===== config.mk =====
export PLATFORM = sky130hd
export DESIGN_NAME = vga_scan_out
export DESIGN_NICKNAME = d
export VERILOG_FILES = /design/src/rtl/vga_pkg.sv /design/src/rtl/sig_delay.sv /design/src/rtl/vga_scan_out.sv
export SDC_FILE = /design/constraint.sdc
export NUM_CORES = 1
export LEC_CHECK = 0
export ABC_AREA = 1
export BUFFER_PORTS_ARGS = -buffer_cell sky130_fd_sc_hd__buf_2
export CORE_MARGIN = 4
export CORE_UTILIZATION = 40
export CTS_CLUSTER_DIAMETER = 60
export DETAILED_ROUTE_END_ITERATION = 8
export GPL_ROUTABILITY_DRIVEN = 0
export REMOVE_ABC_BUFFERS = 1
export SYNTH_ARGS = -nofsm -noshare
export SYNTH_HDL_FRONTEND = slang
export SYNTH_HIERARCHICAL = 1
export SYNTH_SLANG_ARGS = --single-unit

===== constraint.sdc =====
create_clock -name clk -period 1.5 [get_ports clk]
set_input_delay 0.15 -clock clk [delete_from_list [all_inputs] [get_ports clk]]
set_output_delay 0.15 -clock clk [all_outputs]
set_load 0.02 [all_outputs]

===== src/rtl/vga_pkg.sv =====
// vga_pkg: shared VGA timing defaults and the sync/blank bundle carried down the delay line
package vga_pkg;

    localparam int H_ACTIVE_DEF   = 640;
    localparam int H_FP_DEF       = 16;
    localparam int H_SYNC_DEF     = 96;
    localparam int H_BP_DEF       = 48;
    localparam int V_ACTIVE_DEF   = 480;
    localparam int V_FP_DEF       = 10;
    localparam int V_SYNC_DEF     = 2;
    localparam int V_BP_DEF       = 33;
    localparam int PIPE_DELAY_DEF = 2;

    localparam int H_TOTAL = H_ACTIVE_DEF + H_FP_DEF + H_SYNC_DEF + H_BP_DEF;
    localparam int V_TOTAL = V_ACTIVE_DEF + V_FP_DEF + V_SYNC_DEF + V_BP_DEF;

    typedef struct packed {
        logic active;
        logic hs;
        logic vs;
    } vga_sig_t;

    // Blanked with both syncs deasserted (syncs are active-low).
    localparam vga_sig_t SIG_IDLE = '{active: 1'b0, hs: 1'b1, vs: 1'b1};

endpackage


===== src/rtl/sig_delay.sv =====
// sig_delay: DEPTH-stage shift register with a reset value; DEPTH = 0 is a plain wire
//   clk   : clock, rising edge
//   reset : asynchronous active-low reset, loads RST_VAL into every stage
//   d_i   : input word
//   q_o   : input word delayed by DEPTH clocks
module sig_delay #(
    parameter int             W       = 1,
    parameter int             DEPTH   = 2,
    parameter logic [W-1:0]   RST_VAL = '0
) (
    input  logic         clk,
    input  logic         reset,
    input  logic [W-1:0] d_i,
    output logic [W-1:0] q_o
);

    if (DEPTH == 0) begin : g_wire
        assign q_o = d_i;
    end else begin : g_pipe
        logic [W-1:0] stage_q [DEPTH];
        always_ff @(posedge clk or negedge reset) begin
            if (!reset) begin
                for (int i = 0; i < DEPTH; i++) stage_q[i] <= RST_VAL;
            end else begin
                stage_q[0] <= d_i;
                for (int i = 1; i < DEPTH; i++) stage_q[i] <= stage_q[i-1];
            end
        end
        assign q_o = stage_q[DEPTH-1];
    end

endmodule


===== src/rtl/vga_scan_out.sv =====
// vga_scan_out: VGA raster counter with sync/blank delayed to line up with pipelined pixel colour
//   clk                    : pixel clock
//   reset                  : asynchronous active-low reset
//   x, y                   : current visible scan position (0 outside the visible area)
//   frame_start            : high while the counters sit at (0,0)
//   r, g, b                : colour returned PIPE_DELAY clocks after x,y
//   vga_r, vga_g, vga_b    : registered colour to the DAC, forced to 0 when blanked
//   vga_hs, vga_vs         : registered active-low syncs
//   vga_blank_n            : registered, high during the visible area
module vga_scan_out
    import vga_pkg::*;
#(
    parameter int H_ACTIVE   = H_ACTIVE_DEF,
    parameter int H_FP       = H_FP_DEF,
    parameter int H_SYNC     = H_SYNC_DEF,
    parameter int H_BP       = H_BP_DEF,
    parameter int V_ACTIVE   = V_ACTIVE_DEF,
    parameter int V_FP       = V_FP_DEF,
    parameter int V_SYNC     = V_SYNC_DEF,
    parameter int V_BP       = V_BP_DEF,
    parameter int PIPE_DELAY = PIPE_DELAY_DEF
) (
    input  logic       clk,
    input  logic       reset,
    output logic [9:0] x,
    output logic [8:0] y,
    output logic       frame_start,
    input  logic [7:0] r,
    input  logic [7:0] g,
    input  logic [7:0] b,
    output logic [7:0] vga_r,
    output logic [7:0] vga_g,
    output logic [7:0] vga_b,
    output logic       vga_hs,
    output logic       vga_vs,
    output logic       vga_blank_n
);

    localparam int         LINE_CLKS   = H_ACTIVE + H_FP + H_SYNC + H_BP;
    localparam int         FRAME_LINES = V_ACTIVE + V_FP + V_SYNC + V_BP;
    localparam logic [9:0] H_LAST      = 10'(LINE_CLKS - 1);
    localparam logic [9:0] V_LAST      = 10'(FRAME_LINES - 1);
    localparam logic [9:0] H_VIS       = 10'(H_ACTIVE);
    localparam logic [9:0] V_VIS       = 10'(V_ACTIVE);
    localparam logic [9:0] HS_BEG      = 10'(H_ACTIVE + H_FP);
    localparam logic [9:0] HS_END      = 10'(H_ACTIVE + H_FP + H_SYNC);
    localparam logic [9:0] VS_BEG      = 10'(V_ACTIVE + V_FP);
    localparam logic [9:0] VS_END      = 10'(V_ACTIVE + V_FP + V_SYNC);

    logic [9:0] hcnt_q, hcnt_d, vcnt_q, vcnt_d;
    logic       h_vis, v_vis, h_wrap;
    logic [7:0] vga_r_q, vga_g_q, vga_b_q;
    logic       vga_hs_q, vga_vs_q, vga_blank_n_q;
    vga_sig_t   raw, del;

    always_comb begin
        h_wrap      = hcnt_q == H_LAST;
        hcnt_d      = h_wrap ? '0 : hcnt_q + 10'd1;
        vcnt_d      = !h_wrap ? vcnt_q : (vcnt_q == V_LAST ? '0 : vcnt_q + 10'd1);
        h_vis       = hcnt_q < H_VIS;
        v_vis       = vcnt_q < V_VIS;
        x           = h_vis ? hcnt_q : '0;
        y           = v_vis ? vcnt_q[8:0] : '0;
        frame_start = hcnt_q == '0 && vcnt_q == '0;
        raw.active  = h_vis && v_vis;
        raw.hs      = !(hcnt_q >= HS_BEG && hcnt_q < HS_END);
        raw.vs      = !(vcnt_q >= VS_BEG && vcnt_q < VS_END);
    end

    // Timing terms travel alongside the sprite pipeline so they meet r,g,b for the same pixel.
    sig_delay #(
        .W       ($bits(vga_sig_t)),
        .DEPTH   (PIPE_DELAY),
        .RST_VAL (SIG_IDLE)
    ) u_dly (
        .clk   (clk),
        .reset (reset),
        .d_i   (raw),
        .q_o   (del)
    );

    always_ff @(posedge clk or negedge reset) begin
        if (!reset) begin
            hcnt_q        <= '0;
            vcnt_q        <= '0;
            vga_r_q       <= '0;
            vga_g_q       <= '0;
            vga_b_q       <= '0;
            vga_hs_q      <= 1'b1;
            vga_vs_q      <= 1'b1;
            vga_blank_n_q <= 1'b0;
        end else begin
            hcnt_q        <= hcnt_d;
            vcnt_q        <= vcnt_d;
            vga_r_q       <= del.active ? r : '0;
            vga_g_q       <= del.active ? g : '0;
            vga_b_q       <= del.active ? b : '0;
            vga_hs_q      <= del.hs;
            vga_vs_q      <= del.vs;
            vga_blank_n_q <= del.active;
        end
    end

    assign vga_r       = vga_r_q;
    assign vga_g       = vga_g_q;
    assign vga_b       = vga_b_q;
    assign vga_hs      = vga_hs_q;
    assign vga_vs      = vga_vs_q;
    assign vga_blank_n = vga_blank_n_q;

endmodule

**Yosys cells after proc, flatten, opt, wreduce, memory -nomap -nowiden**

Index checks and enable logic that the tools add are counted.

- Word-level logic and storage cells: 35
- Bits of input ports: 26
- Register bits: 53
- Output and inout port bits: 47

- Add/sub/neg operators: 2
- Eq/ne operators: 2
- Order comparisons: 6
- Reductions and logical operators: 8
- Mux-type cells: 7

Operators with widths:

| kind | count |
|---|---|
| $mux 10 | 3 |
| $mux 8 | 3 |
| $add 10x1->10 const B | 2 |
| $eq 10x10->1 const B | 2 |
| $logic_not 10->1 | 2 |
| $lt 10x10->1 const B | 2 |
| $lt 10x9->1 const B | 2 |
| $ge 10x10->1 const B | 1 |
| $ge 10x9->1 const B | 1 |
| $mux 9 | 1 |
| $logic_and 1x1->1 | 4 |
| $logic_not 1->1 | 2 |

**Logic depth before layout (Yosys ltp)**

- Depth in word-level cells: 3
- Gate-level depth with buffers: 9
- Mapped depth without buffers: 8

**Hierarchy**

The synthesis kept the hierarchy.

By module, submodules not included:

| module | seq. area each (um2) | times used | cells an instance | area an instance (um2) |
|---|---|---|---|---|
| vga_scan_out | 1178.6 | 1 | 271 | 2217.1 |
| sig_delay | 155.1 | 1 | 9 | 177.7 |

**Worst setup path before layout**

Ideal clock, no wire load.

- Path type: register to output
- Start point: register vcnt_q[0]
- End point: output frame_start
- Setup slack: -0.114 ns
- Cell stages (with the launch flop): 7
- Arrival time: 1.464 ns
- Path buffers: 0
- Cell sequence: dfrtp_1 -> inv_1 -> ha_1 -> inv_1 -> nor4_1 -> nand2_1 -> nor3_1

- Longest elaborated chain between the ends: 2

Ends and longest elaborated chain:

| what | line | RTL |
|---|---|---|
| start: declaration | vga_scan_out.sv:50 | `logic [9:0] hcnt_q, hcnt_d, vcnt_q, vcnt_d;` |
| start signal: assignment | vga_scan_out.sv:94 | `vcnt_q <= vcnt_d;` |
| $logic_not 10->1 | vga_scan_out.sv:64 | `frame_start = hcnt_q == '0 && vcnt_q == '0;` |
| $logic_and 1x1->1 | vga_scan_out.sv:64 |  |
| end: declaration | vga_scan_out.sv:27 | `output logic frame_start,` |

No other way between the ends.

**Worst setup path in the final report**

- Start point: register hcnt_q[6]
- End point: output frame_start

- Longest elaborated chain between the ends: 2

Ends and longest elaborated chain:

| what | line | RTL |
|---|---|---|
| start: declaration | vga_scan_out.sv:50 |  |
| start signal: assignment | vga_scan_out.sv:93 | `hcnt_q <= hcnt_d;` |
| $logic_not 10->1 | vga_scan_out.sv:64 |  |
| $logic_and 1x1->1 | vga_scan_out.sv:64 |  |

No other way between the ends.

==> results.md <==
- Fin area: 0.003412 mm²
- Layout fillers: 512
- Layout Nets: 411
- Unrepaired setup endpoints after global routing: true
- Skew-Pair Late Insertion Delay: 0.31 ns
- Average size of a mapped cell: 8.553 µm²
- Clock power share: 33.0%
- CP Launch Type: register
- Clk_skew: 0.007521 ns
- CTS sink count: 53
- Clock buffer count from CTS: 5
- IO Port Bufs: 72
- Final Max Tran Viols: 0
- Final setup vio count: 10
- Most used cell, CP: nor3_2
- Clk slew on worst S/H paths: 0.09 ns
- Worst path required time: 1.35 ns
- Vias in the first global route: 2000
- First-pass GRT wire length: 9.094 mm
- CTS H-tree depth: 2
- Post-synthesis register bit count: 53
- Height of the die: 85.38 µm
- EDFF count, synth: 0
- Via density: 4.524
- PwrDens: 717.5 mW/mm²
- Peak supply drop: 0.3666 mV
- Initial Util: 42.45%
- Synth Area in Adders: 2.090%
- Netlist cell types: 31
- Combinational share of power: 7.0%
- Max Freq: 605.3 MHz
- Commonest non-fill, non-tap cells in the layout: 53 x nand2_1, 53 x buf_2, 44 x inv_1
- Cell-internal power: 1.856 mW
- Largest family of logic cells by synthesized area: simple AND/OR/NAND/NOR gates
- Max cap viols: 0
- Worst path cell trace: nor3_2, nand4_1, nor3_2, buf_4
- Synthesis Warnings: 6
- Io pins: 73
- Outcome: complete, but fails checks
- # DRC: 0
- Reg2reg setup slack: 0.08 ns
- Async SR Flop Fraction: 100.0%
- CP max stage cell: dfrtp_1
- Dominant synthesized flop cell: dfrtp_1
- Row count: 27
- Violated checks: setup timing
- Initial DRT Pass Iterations: 4
- Mapped Area: 0.002395 mm²
- Grt ovf: 0
- Via count: 2054
- Placement Setup Slack: 0.04841 ns
- Layout cell share with drive strength beyond 1: 44.76%
- Cells after Synth: 280
- R2R Path End: vcnt_q[8]$_DFFE_PN0N_
- Post-Place Cell Area: 0.002932 mm²
- Synth area leaders: dfrtp_1 49%, nand2_1 9.9%, inv_1 9.4%, dfstp_2 6.6%, nor2_1 5.0%
- Largest net degree at the start of global routing: 54
- Critical path's top delay family: simple AND/OR/NAND/NOR gates
- Final core utilization: 60.48%
- Net Switching: 591.8 µW
- Element type at the critical path end: output port
- CTS tree: built
- Gr usage total: 15.51%
- Post-detailed-route count of antenna-violating nets: 0
- Sequential area share after synthesis: 55.69%
- Post-Synth Simple-Gate Area: 25.18%
- Hold Crit Start: g[4]
- Post-synthesis compound-gate area fraction: 3.396%
- Largest stage delay, worst path: 0.47 ns
- Switching Fraction: 24.18%
- Crit path time final: 1.652 ns
- FF-to-FF path depth: 9
- Worst hold stages: 3
- Slew @ Worst Pin: 0.7348 ns
- DP Wirelength: 3.824 mm
- Die area: 0.007289 mm²
- Initial antenna violation count: 0
- Top-area cell type share of the netlist area: 49.11%
- Max Buffers Root-to-Sink: 2
- Max-slew headroom: 51.01%
- Buffers & Inverters on Critical Path: 1
- Fin worst setup slack: -0.1520 ns
- Hold Vio Cnt, Final: 0
- Mux cell area share after synthesis: 0%
- # diodes: 0
- Clk Tree Root Cell: clkbuf_8
- Worst Setup Path Type: register to output port
- Largest area contributor in the netlist: dfrtp_1
- Worst hold endpoint: vga_g[4]$_DFF_PN0_
- Leakage: 1.834 nW
- Synth Area in XOR/XNOR: 1.463%
- 1st-iter DRT viols: 40
- Sequential Power Share: 60.0%
- WP data arrival: 1.50 ns
- P&R area growth vs syn: 42.48%
- Maximum fanout along the worst path: 5
- Period utilisation layout: 110.1%
- CORE AREA: 0.005642 mm²
- Die X: 85.38 µm
- DRT Wirelength: 5.461 mm
- Critical R2R Launch: vcnt_q[1]$_DFFE_PN0N_
- Min-delay worst type: input port to register
- WL/cell: 12.03 µm
-- metrics by stage --
| stage | hold slack, ns | TNS (ns) | std cells | power (mW) |
|---|---|---|---|---|
| 2_1_floorplan | -0.1456 | -0.1142 | 271 | 1.565 |
| 3_3_place_gp | 0.1658 | 0 | 431 | 1.668 |
| 3_5_place_dp | 0.1657 | 0 | 431 | 1.669 |
| 4_1_cts | 0.01407 | -1.166 | 447 | 2.488 |
| 5_1_grt | 0.008555 | -2.373 | 454 | 2.574 |
| 6_report | 0.02691 | -0.7741 | 454 | 2.448 |
-- layer usage --
| layer | wire (µm) | vias to the layer above | part of all wire, % | track usage (%) |
|---|---|---|---|---|
| met4 | 75 | 0 | 1.4 | 5.180 |
| met3 | 418 | 6 | 7.7 | 4.078 |
| met2 | 2434 | 65 | 45 | 24.93 |
| met1 | 2533 | 942 | 46 | 20.31 |
| met5 | 0 | - | 0 | 0 |
| li1 | - | 1041 | - | - |
-- synthesized netlist by cell type (2+ instances only) --
library cell / count
nand2_1: 63
inv_1: 60
dfrtp_1: 47
nor2_1: 32
nand3_1: 10
o21ai_0: 10
nor3_1: 9
nand4_1: 8
dfstp_2: 6
buf_4: 4
ha_1: 4
xor2_1: 4
a21oi_1: 2
clkbuf_1: 2
inv_2: 2
nor4_1: 2
-- final cells by class --
type / instances / area, µm² / area share [%]
clock buffer: 5 / 68.82 / 2.017
clock inverter: 3 / 21.27 / 0.6234
inverter: 62 / 235.2 / 6.894
multi-input combinational: 156 / 892.1 / 26.15
sequential: 53 / 1339 / 39.24
tap: 72 / 90.09 / 2.640
timing repair buffer: 103 / 765.7 / 22.44
-- worst max path at each step --
| stage | start | end | slack (ns) | depth (start not counted) |
|---|---|---|---|---|
| after floorplan | vcnt_q[0]$_DFFE_PN0N_ | frame_start | -0.11 | 6 |
| after detailed placement | vcnt_q[1]$_DFFE_PN0N_ | frame_start | 0.05 | 7 |
| after CTS | hcnt_q[0]$_DFF_PN0_ | frame_start | -0.15 | 6 |
| final | hcnt_q[6]$_DFF_PN0_ | frame_start | -0.15 | 4 |
| after global routing | vcnt_q[0]$_DFFE_PN0N_ | frame_start | -0.22 | 7 |
| after global placement | vcnt_q[1]$_DFFE_PN0N_ | frame_start | 0.06 | 7 |
-- state kept, by name, indices dropped and copies added, names as in the netlist --
register / cells
hcnt_q: 10
vcnt_q: 10
vga_b: 8
vga_g: 8
vga_r: 8
u_dly/g_pipe.stage_q: 3
u_dly/q_o: 3
vga_blank_n: 1
vga_hs: 1
vga_vs: 1
-- power groups by stage --
| stage | clock [mW] | sequential [mW] | combinational, mW |
|---|---|---|---|
| after detailed placement | 0 | 1.50 | 0.173 |
| after global routing | 0.911 | 1.47 | 0.192 |
| after global placement | 0 | 1.50 | 0.172 |
| final | 0.809 | 1.47 | 0.171 |
| after CTS | 0.843 | 1.47 | 0.176 |
| after floorplan | 0 | 1.54 | 0.0234 |
-- tightest hold or removal path, cell delays in order --
cell	delay, ns
buf_2	0.07
nand2_1	0.04
inv_1	0.04
-- kinds of logic after synthesis --
logic type,count (synthesis)
flip-flops,53
adder cells (fa/ha/maj),4
XOR/XNOR,4
AO/OA/AOI/OAI,15
AND/OR/NAND/NOR,133
buffers and inverters,71
-- repair_timing --
action	4_1_cts	5_1_grt
setup endpoints to repair	19	23
gates resized for setup	74	27
hold buffers	1	0
setup buffers	7	7
pin swaps	9	7
hold endpoints to repair	47	0
No activity file was read; power rests on OpenSTA's default activity.
